==> src/rtl/vector_mem_sequencer.sv <==
// Vector load/store sequencer: serialises one LANES-wide register into LANES element accesses on the data-memory port.
// Latency: store done at cycle LANES+1, load done at cycle LANES+2 after start; all outputs registered.
// Backpressure: holds busy from the cycle after start through done; start while busy is ignored. Option macro: VMEM_STRIDE_EN.
module vector_mem_sequencer #(
   parameter int LANES  = 4,
   parameter int ELEM_W = 8,
   parameter int ADDR_W = 32
) (
   input  logic                      clk,
   input  logic                      rst,
   input  logic                      start,
   input  logic                      is_store,
   input  logic [ADDR_W-1:0]         base_addr,
   input  logic [LANES*ELEM_W-1:0]   vdata_in,
`ifdef VMEM_STRIDE_EN
   input  logic [ADDR_W-1:0]         stride,
`endif
   output logic                      busy,
   output logic                      done,
   output logic [LANES*ELEM_W-1:0]   vdata_out,
   output logic [ADDR_W-1:0]         mem_addr,
   output logic                      mem_re,
   output logic                      mem_we,
   output logic [ELEM_W-1:0]         mem_wdata,
   input  logic [ELEM_W-1:0]         mem_rdata
);

   localparam int CNT_W = (LANES > 1) ? $clog2(LANES) : 1;
   localparam int VEC_W = LANES * ELEM_W;
   localparam int ASM_W = (LANES - 1) * ELEM_W;
   localparam logic [CNT_W-1:0] LAST_LANE = CNT_W'(LANES - 1);

   typedef enum logic [1:0] {
      IDLE  = 2'd0,
      XFER  = 2'd1,
      DRAIN = 2'd2,
      DONE  = 2'd3
   } state_t;

   state_t             state;
   logic [CNT_W-1:0]   cnt;
   logic               store_q;
   // Remaining store elements; the next lane to write always sits in the low element.
   logic [VEC_W-1:0]   wvec_q;
   // Load assembly: holds the first LANES-1 elements, lane 0 at the bottom.
   logic [ASM_W-1:0]   asm_q;
   logic [VEC_W-1:0]   asm_next;
   logic [ADDR_W-1:0]  step;
   logic               capture;

`ifdef VMEM_STRIDE_EN
   logic [ADDR_W-1:0]  stride_q;

   // Stride is latched with the request so the pipeline may change it mid-transfer.
   always_ff @(posedge clk) begin
      if (rst) begin
         stride_q <= '0;
      end else if (state == IDLE && start) begin
         stride_q <= stride;
      end
   end

   assign step = stride_q;
`else
   assign step = ADDR_W'(1);
`endif

   // Incoming element shifts in from the top, so after the last read lane k lands at bits [k*ELEM_W +: ELEM_W].
   assign asm_next = {mem_rdata, asm_q};

   // Read data returns one cycle after each strobe: lanes 0..LANES-2 arrive during XFER (counter >= 1), the last in DRAIN.
   assign capture = ~store_q && ((state == XFER && cnt != '0) || state == DRAIN);

   // Main sequencer: state, lane counter, registered memory-port strobes and completion outputs.
   always_ff @(posedge clk) begin
      if (rst) begin
         state     <= IDLE;
         cnt       <= '0;
         store_q   <= 1'b0;
         wvec_q    <= '0;
         busy      <= 1'b0;
         done      <= 1'b0;
         mem_re    <= 1'b0;
         mem_we    <= 1'b0;
         mem_addr  <= '0;
         mem_wdata <= '0;
         vdata_out <= '0;
      end else begin
         done <= 1'b0;
         case (state)
            IDLE: begin
               if (start) begin
                  // Lane 0 is issued straight from the request so cycle 1 already carries it.
                  state     <= XFER;
                  busy      <= 1'b1;
                  cnt       <= '0;
                  store_q   <= is_store;
                  mem_addr  <= base_addr;
                  mem_we    <= is_store;
                  mem_re    <= ~is_store;
                  mem_wdata <= vdata_in[ELEM_W-1:0];
                  wvec_q    <= vdata_in >> ELEM_W;
               end
            end
            XFER: begin
               if (cnt == LAST_LANE) begin
                  mem_we <= 1'b0;
                  mem_re <= 1'b0;
                  if (store_q) begin
                     state <= DONE;
                     done  <= 1'b1;
                  end else begin
                     state <= DRAIN;
                  end
               end else begin
                  // Incremental addressing keeps the datapath multiplier-free; wrap is modulo 2^ADDR_W.
                  cnt       <= cnt + 1'b1;
                  mem_addr  <= mem_addr + step;
                  mem_wdata <= wvec_q[ELEM_W-1:0];
                  wvec_q    <= wvec_q >> ELEM_W;
               end
            end
            DRAIN: begin
               // The last lane is folded in on the way out so vdata_out is complete as done rises.
               state     <= DONE;
               done      <= 1'b1;
               vdata_out <= asm_next;
            end
            DONE: begin
               // A start seen here is deliberately dropped; the next request is taken from IDLE.
               state <= IDLE;
               busy  <= 1'b0;
            end
            default: begin
               state <= IDLE;
               busy  <= 1'b0;
            end
         endcase
      end
   end

   // Load assembly register, advanced once per returned element.
   always_ff @(posedge clk) begin
      if (rst) begin
         asm_q <= '0;
      end else if (capture) begin
         asm_q <= asm_next[VEC_W-1:ELEM_W];
      end
   end

endmodule

==> config.mk <==
export PLATFORM = sky130hd
export DESIGN_NAME = vector_mem_sequencer
export DESIGN_NICKNAME = d
export VERILOG_FILES = /design/src/rtl/vector_mem_sequencer.sv
export SDC_FILE = /design/constraint.sdc
export NUM_CORES = 1
export LEC_CHECK = 0
export BUFFER_PORTS_ARGS = -buffer_cell sky130_fd_sc_hd__buf_2
export CORE_ASPECT_RATIO = 2
export CORE_MARGIN = 8
export CORE_UTILIZATION = 55
export DETAILED_ROUTE_END_ITERATION = 6
export PLACE_DENSITY = 0.83
export SLEW_MARGIN = 20
export SYNTH_ARGS = -nofsm -noshare
export SYNTH_HDL_FRONTEND = slang
export SYNTH_SLANG_ARGS = --single-unit
==> constraint.sdc <==
create_clock -name clk -period 5.15 [get_ports clk]
set_input_delay 0.7725 -clock clk [delete_from_list [all_inputs] [get_ports clk]]
set_output_delay 0.7725 -clock clk [all_outputs]
set_load 0.01 [all_outputs]
==> results of run 1 <==
[flip-flops by register name, indices dropped and copies added, names as in the netlist]
| register | count |
|---|---|
| mem_wdata | 8 |
| mem_addr | 32 |
| store_q | 1 |
| mem_we | 1 |
| busy | 1 |
| wvec_q | 24 |
| done | 1 |
| asm_q | 24 |
| mem_re | 1 |
| state | 2 |
| cnt | 2 |
| vdata_out | 32 |
[worst max-delay path by stage]
stage	slack, ps	cells after the start	to
detailed placement	1900	7	mem_addr[0]
global route	1510	8	mem_addr[8]
global placement	2070	8	mem_addr[8]
floorplan	3050	8	mem_addr[10]
CTS	1900	8	mem_addr[8]
finish	1870	7	mem_wdata[0]
[power by group through the flow]
| stage | clock, mW | sequential, mW | combinational (mW) |
|---|---|---|---|
| 6_report | 1.13 | 1.47 | 1.51 |
| 5_1_grt | 1.19 | 1.50 | 1.66 |
| 4_1_cts | 1.14 | 1.46 | 1.51 |
| 3_5_place_dp | 0 | 1.48 | 1.50 |
| 3_3_place_gp | 0 | 1.47 | 1.44 |
| 2_1_floorplan | 0 | 1.48 | 1.04 |
[worst reg2reg max path, cell delays in order (launching register included)]
cell,delay (ps)
dfxtp_1,350
inv_1,150
ha_4,820
mux2i_1,440
a21oi_4,460
buf_4,540
nor2_1,120
a211oi_1,290
[layout make-up]
class	instances	area, sq um
Clock inverter	14	123
Tap cell	137	171
Sequential cell	129	2580
Inverter	10	37.5
Fill cell	848	3220
Multi-Input combinational cell	497	3030
Clock buffer	18	439
Timing Repair Buffer	157	803
[layer usage]
metal | global-route usage (%) | up-vias | share of wire (%)
met2 | 43.1 | 209 | 53
met1 | 23.0 | 2697 | 35
met5 | 0 | - | 0
met4 | 18.3 | 0 | 5.8
met3 | 6.82 | 73 | 6.1
li1 | - | 2729 | -
[stage by stage]
stage	total power, mW	instance area, sq um	utilization (%)	instances
floorplan	2.52	5820	-	685
global route	4.36	7190	69.0	962
finish	4.11	7190	69.0	962
CTS	4.12	7190	69.0	962
global placement	2.91	6630	63.6	930
detailed placement	2.98	6630	63.6	930
[cells in the final DEF (no fill, tap or decap), types with 6 or more instances in the layout]
cell,instances
buf_2,150
a22oi_1,10
clkbuf_16,17
nand4_1,10
dfxtp_1,129
a211oi_1,34
inv_1,10
and3_1,13
a31oi_1,9
a21oi_1,53
o21ai_0,14
nor3_1,17
nand3_1,16
nor4_1,7
nor2_1,95
nand2_1,79
ha_1,6
buf_4,7
mux2i_1,59
[kinds of logic (layout without fill, tap and decap cells)]
family,after synthesis,in the layout,synth area share (%)
xor gates and xnor gates,1,1,0.150
muxes,59,59,10.1
AOI/OAI and AO/OA,162,162,18.2
buffers and inverters,59,199,4.04
DFF,129,129,44.4
and+or+nand+nor,267,267,21.4
adders and majority gates,8,8,1.72
==> impl_metrics.ini, run 1 <==
[power_and_ir_drop]
powerDensity_mw_per_mm2 = 572
ir_drop_uv = 460
pwr-share-clk_pct = 27.6
p_sw_share_pct = 40.0
internal_power_mw = 2.47
p_comb_share_pct = 36.7
p_sw_mw = 1.64
pwr-share-seq_pct = 35.7
p_leak_nw = 2.93

[drt]
drtIter0Drc = 308
drt-vias-per-instance = 5.93
firstDrtPassIters = 7
dr_total_vias = 5708
ant_nets = 0
wl_per_cell_um = 18.0
drc_errors = 0
finalWirelength_mm = 17.3

[floorplanning]
fp-row-count = 53
io_pins = 152
die_height_um = 162
start_util_pct = 55.9
dieArea_sq_mm = 0.0143
die_x_um = 88.8
fp.coreArea_sq_mm = 0.0104

[yosys]
netlist_instances = 685
synthDistinctLibCells = 57
seq_area_frac_synth_pct = 44.4
yosysTopAreaCellShare_pct = 44.4
yosysWarnings = 0
syn-num-nets = 769
synth_edf_count = 0
synth_flop_cell = dfxtp_1
yosys-top-cells-area = dfxtp_1 (44%), mux2i_1 (10%), nor2_1 (6.1%)
synth_commonest_cells = dfxtp_1 (129), nor2_1 (95), nand2_1 (79)
synth_most_common_cell = dfxtp_1
synth_top_area_cell = dfxtp_1
synth_seq_cells = 129
avgSynthCellArea_sq_um = 8.50
netlist_area_sq_mm = 0.00582
async_reset_ff_share_pct = 0

[worst_setup_path]
slowest_stage = ha_4
crit_path_end_kind = flip-flop
cp_cell_sequence = inv_1 > ha_4 > mux2i_1 > a21oi_4 > buf_4 > nor2_1 > a211oi_1
path_max_fanout = 79
r2r_end = mem_wdata[0]
critical-path-max-stage-delay_ps = 820
reg2reg_from = state[1]
cp_num_buf_inv = 2
r2r_slack_ps = 1870
required_ps = 5460
cp-startpoint = state[1]
critPathTopFamily = adder cells
worstSetupPathType = reg -> reg
critPathLaunchType = flip-flop
critPathArrivalTime_ps = 3590
reg2reg_depth = 7

[timing]
max_slew_margin_pct = 29.2
post-route-period-util_pct = 63.6
layout_setup_ws_ps = 1870
finalHoldViolations = 0
worst_hold_slack_ps = 462
skew_ps = 8.07
fin_tns_setup_ps = 0
fmaxAchievable_ghz = 0.305
rsz0062_at_grt = false
slew_violations = 0
fin_crit_ps = 3280
setup_viol = 0
tightest_slew_ps = 1060

[finish]
antenna_cells = 0
fin_nets = 896
drive_gt1_share_pct = 24.6
syn_to_final_growth_pct = 23.4

[global_routing]
grt_usage_pct = 24.6
antenna_found_initial = 0
gr-total-overflow = 0
grt_pass1_vias = 5806
grt_pass1_wl_mm = 27.5
grt_max_degree = 80

[cts]
clockBufferDepth = 2
cts_inserted_buffers = 17
cts_root_buffer = clkbuf_16
hold_buffers = 0
clock-sinks = 129
cts_tree = done
cts_resized = 0
post-cts-setup-buffer-count = 0
clock_latency_ps = 420
clk_pin_slew_worst_paths_ps = 60
h-tree-depth = 4

[placed_design]
hpwl_mm = 12.2
place.port_buffers = 151
place.gp.congestion = 0.930
place_ws_ps = 1900

[worst_hold_path]
worstHoldStart = asm_q[0]
hold_path.class = reg -> reg
holdPathStages = 2
worstHoldEndpoint = asm_q[0]

[run]
cap_violations = 0

[outcome]
status = complete, no violations
Note: power is estimated with default switching activity, not from simulation.
==> inputs of run 2 (changes only) <==
--- a/config.mk
+++ b/config.mk
@@ -8,9 +8,9 @@
 export BUFFER_PORTS_ARGS = -buffer_cell sky130_fd_sc_hd__buf_2
 export CORE_ASPECT_RATIO = 2
 export CORE_MARGIN = 8
-export CORE_UTILIZATION = 55
+export CORE_UTILIZATION = 48
 export DETAILED_ROUTE_END_ITERATION = 6
-export PLACE_DENSITY = 0.83
+export PLACE_DENSITY = 0.76
 export SLEW_MARGIN = 20
 export SYNTH_ARGS = -nofsm -noshare
 export SYNTH_HDL_FRONTEND = slang
==> constraint.sdc (replaced) <==
create_clock -name clk -period 2.9 [get_ports clk]
set_input_delay 0.435 -clock clk [delete_from_list [all_inputs] [get_ports clk]]
set_output_delay 0.435 -clock clk [all_outputs]
set_load 0.01 [all_outputs]
==> impl_metrics.ini, run 2 (synthesis gave the netlist of run 1 again) <==
[finish]
antenna_cells = 0
final_common_cell = buf_2
fin_nets = 899
multi_input_comb_area_sq_mm = 0.00303
top_regs = mem_addr: 32 flops, vdata_out: 32 flops
drive_gt1_share_pct = 24.9
area.sequential_sq_mm = 0.00258
design_area_sq_mm = 0.00729
mostFrequentLayoutCells = buf_2 (150), dfxtp_1 (129), nor2_1 (95)
final.fill_count = 1084
syn_to_final_growth_pct = 25.2

[drt]
drt-vias-per-instance = 5.71
finalWirelength_mm = 16.3
wl_per_cell_um = 16.7
drc_errors = 0
ant_nets = 0
drtIter0Drc = 348
firstDrtPassIters = 5
dr_total_vias = 5563

[cts]
cts_tree = done
cts_root_buffer = clkbuf_16
post-cts-setup-buffer-count = 0
clock-sinks = 129
clk_pin_slew_worst_paths_ps = 60
clockBufferDepth = 2
hold_buffers = 0
h-tree-depth = 4
cts_resized = 0
cts_inserted_buffers = 17
clock_latency_ps = 410

[floorplanning]
die_x_um = 93.9
start_util_pct = 48.6
fp.coreArea_sq_mm = 0.0120
io_pins = 152
die_height_um = 172
fp-row-count = 57
dieArea_sq_mm = 0.0161

[run]
cap_violations = 0

[placed_design]
hpwl_mm = 11.2
place.gp.congestion = 0.877
placed_area_sq_mm = 0.00669
place.port_buffers = 151

[worst_setup_path]
worstSetupPathType = reg -> reg
path_max_fanout = 15
required_ps = 3250
r2r_slack_ps = 510
reg2reg_from = state[0]
critPathLaunchType = flip-flop
reg2reg_depth = 8
crit_path_end_kind = flip-flop
critPathArrivalTime_ps = 2740
r2r_end = mem_addr[16]

[worst_hold_path]
worstHoldStart = vdata_in[31]
holdPathStages = 3
hold_path.class = in -> reg
worstHoldEndpoint = wvec_q[23]

[timing]
fin_tns_setup_ps = 0
fmaxAchievable_ghz = 0.419
tightest_slew_ps = 804
max_slew_margin_pct = 46.4
worst_hold_slack_ps = 263
finalHoldViolations = 0
setup_viol = 0
fin_crit_ps = 2390
slew_violations = 0
rsz0062_at_grt = false
post-route-period-util_pct = 82.4
skew_ps = 9.40

[global_routing]
grt_max_degree = 125
grt_usage_pct = 19.9
grt_pass1_wl_mm = 25.8
gr-total-overflow = 0
antenna_found_initial = 1
grt_pass1_vias = 5337

[power_and_ir_drop]
p_leak_nw = 2.98
powerDensity_mw_per_mm2 = 1020
fin_total_pwr_mw = 7.47
ir_drop_uv = 643

[outcome]
status = complete, no violations
[run 2: how the worst max path moves through the flow]
stage	startpoint	end	slack (ps)	cells after the start
final	state[0]	mem_addr[16]	510	8
after global routing	state[0]	mem_addr[16]	370	8
after CTS	state[0]	mem_addr[16]	520	8
after detailed placement	state[0]	mem_addr[16]	530	8
after global placement	state[0]	mem_addr[16]	610	8
after floorplan	state[0]	mem_addr[10]	800	8
[run 2: where the power goes]
| group | total (mW) | switching [mW] | internal, mW |
|---|---|---|---|
| registers | 2.60 | 0.415 | 2.18 |
| logic | 2.70 | 1.61 | 1.09 |
| clock network | 2.17 | 0.836 | 1.33 |
| total | 7.47 | 2.86 | 4.61 |
[run 2: area by class of cell]
type	count	area share, %
multi-input cells	497	41.6
flip-flops and latches	129	35.4
repair buffers	160	11.7
clock buffers	20	6.26
well taps	147	2.52
clock inverters	12	1.99
inverters	10	0.515
[run 2: worst max-delay path, stage by stage (launching register included)]
cell and delay [ps]:
dfxtp_1 400, inv_1 130, ha_1 310, mux2i_1 200, buf_4 180, a21oi_4 370
nand2_1 230, or3_1 380, o21ai_1 130
[run 2: routing by layer]
layer  track usage (%)  vias up  share of wire, %
met5                 0        -             0.049
met4              6.88        2               1.5
met3              7.30       24               9.0
met2              31.6      216                49
met1              23.9     2586                41
li1                  -     2735                 -
[run 2: through the flow]
| step | utilization, % | instances | worst slack [ps] |
|---|---|---|---|
| after floorplan | - | 685 | 800 |
| after global placement | 55.8 | 943 | 614 |
| after detailed placement | 55.8 | 943 | 530 |
| after CTS | 60.9 | 975 | 517 |
| after global routing | 60.9 | 975 | 368 |
| final | 60.9 | 975 | 511 |
==> inputs of run 3 (changes only) <==
--- a/config.mk
+++ b/config.mk
@@ -8,9 +8,9 @@
 export BUFFER_PORTS_ARGS = -buffer_cell sky130_fd_sc_hd__buf_2
 export CORE_ASPECT_RATIO = 2
 export CORE_MARGIN = 8
-export CORE_UTILIZATION = 48
+export CORE_UTILIZATION = 53
 export DETAILED_ROUTE_END_ITERATION = 6
-export PLACE_DENSITY = 0.76
+export PLACE_DENSITY = 0.8
 export SLEW_MARGIN = 20
 export SYNTH_ARGS = -nofsm -noshare
 export SYNTH_HDL_FRONTEND = slang
==> constraint.sdc (replaced) <==
create_clock -name clk -period 2.4 [get_ports clk]
set_input_delay 0.36 -clock clk [delete_from_list [all_inputs] [get_ports clk]]
set_output_delay 0.36 -clock clk [all_outputs]
set_load 0.01 [all_outputs]
==> impl_metrics.ini, run 3 (synthesis gave the netlist of run 1 again) <==
[worst_setup_path]
critPathArrivalTime_ps = 2510
path_max_fanout = 21
critical-path-max-stage-delay_ps = 470
critPathLaunchType = flip-flop
slowest_stage = or4_1
cp_cell_sequence = inv_1 > ha_4 > mux2i_1 > a21o_1 > buf_4 > or4_1 > a31oi_1
cp_num_buf_inv = 2
worstSetupPathType = reg -> reg
crit_path_end_kind = flip-flop
required_ps = 2740
critPathTopFamily = simple AND/OR/NAND/NOR gates

[timing]
fin_crit_ps = 2170
fin_tns_setup_ps = 0
fmaxAchievable_ghz = 0.461
slew_violations = 0
tightest_slew_ps = 555
rsz0062_at_grt = false
post-route-period-util_pct = 90.3
max_slew_margin_pct = 63.0
setup_viol = 0
finalHoldViolations = 0
skew_ps = 9.13

[global_routing]
gr-total-overflow = 0
grt_pass1_vias = 5759
grt_usage_pct = 23.3
grt_pass1_wl_mm = 27.9
antenna_found_initial = 0
grt_max_degree = 125

[drt]
dr_total_vias = 5662
drtIter0Drc = 305
wl_per_cell_um = 18.0
finalWirelength_mm = 17.7
drt-vias-per-instance = 5.78
ant_nets = 0
drc_errors = 0
firstDrtPassIters = 5

[floorplanning]
fp-row-count = 54
dieArea_sq_mm = 0.0148
die_height_um = 164
die_x_um = 90.1
io_pins = 152
fp.coreArea_sq_mm = 0.0108
start_util_pct = 53.9

[finish]
final_common_cell = buf_2
drive_gt1_share_pct = 25.7
syn_to_final_growth_pct = 26.6
fin_nets = 910
top_regs = mem_addr: 32 flops, vdata_out: 32 flops
final_util_pct = 68.2
mostFrequentLayoutCells = buf_2 (150), dfxtp_1 (129), nor2_1 (95)
antenna_cells = 0

[cts]
cts_inserted_buffers = 17
hold_buffers = 0
cts_tree = done
clk_pin_slew_worst_paths_ps = 60
h-tree-depth = 4
clock_latency_ps = 410
post-cts-setup-buffer-count = 0
clockBufferDepth = 2
cts_root_buffer = clkbuf_16
cts_resized = 0
clock-sinks = 129

[placed_design]
place.gp.congestion = 0.910
hpwl_mm = 12.7
place.port_buffers = 151

[power_and_ir_drop]
p_comb_share_pct = 37.4
powerDensity_mw_per_mm2 = 1240
fin_total_pwr_mw = 9.17
internal_power_mw = 5.64
pwr-share-clk_pct = 28.4
ir_drop_uv = 751
p_leak_nw = 3.03
p_sw_mw = 3.53
p_sw_share_pct = 38.5
pwr-share-seq_pct = 34.2

[worst_hold_path]
hold_path.class = in -> reg

[outcome]
status = complete, no violations

[run]
cap_violations = 0
-- run 3: changes by cell type in the layout (fill, tap and decap cells not counted), sizes merged --
cell	previous run	this run
buf	160	171
inv	17	15
clkinv	2	3
clkinvlp	1	2
-- run 3: through the flow --
step / hold slack [ps] / instance area (sq um) / cells / worst slack [ps]
4_1_cts: 169 / 7370 / 979 / 261
3_3_place_gp: 441 / 6770 / 947 / 373
6_report: 181 / 7370 / 979 / 233
2_1_floorplan: 436 / 5820 / 685 / 300
5_1_grt: 180 / 7370 / 979 / 87.6
3_5_place_dp: 446 / 6770 / 947 / 274
-- run 3: layout make-up --
type	count	area, sq um
Sequential cell	129	2580
Clock inverter	12	145
Fill cell	924	3440
Multi-Input combinational cell	497	3030
Timing Repair Buffer	171	946
Tap cell	140	175
Inverter	10	37.5
Clock buffer	20	457
-- run 3: path summary, 6_finish.rpt --
kind	from	endpoint	slack, ps	cells after the start
worst min-delay path	vdata_in[27]	wvec_q[19]	180	3
worst min register to register	asm_q[7]	asm_q[7]	450	2
worst max-delay path	state[1]	mem_addr[19]	230	7
worst max register to register	state[1]	mem_addr[19]	230	7
-- run 3: tightest hold or removal path, cell delays in order --
cell and delay [ps]:
buf_2 80, a22oi_1 50, nor2_1 70
-- run 3: power by group through the flow --
stage / clock network, mW / registers (mW) / logic (mW)
6_report: 2.61 / 3.13 / 3.43
5_1_grt: 2.74 / 3.18 / 3.75
4_1_cts: 2.64 / 3.11 / 3.43
3_5_place_dp: 0 / 3.15 / 3.40
3_3_place_gp: 0 / 3.11 / 3.29
2_1_floorplan: 0 / 3.17 / 2.23
-- run 3: routing by layer --
metal	track usage, %	routed length, um	share of wire (%)	vias to the layer above
met2	43.3	9590	54	242
met5	0	0	0	-
li1	-	-	-	2760
met3	6.59	1040	5.9	68
met4	15.4	878	5.0	0
met1	21.6	6160	35	2592
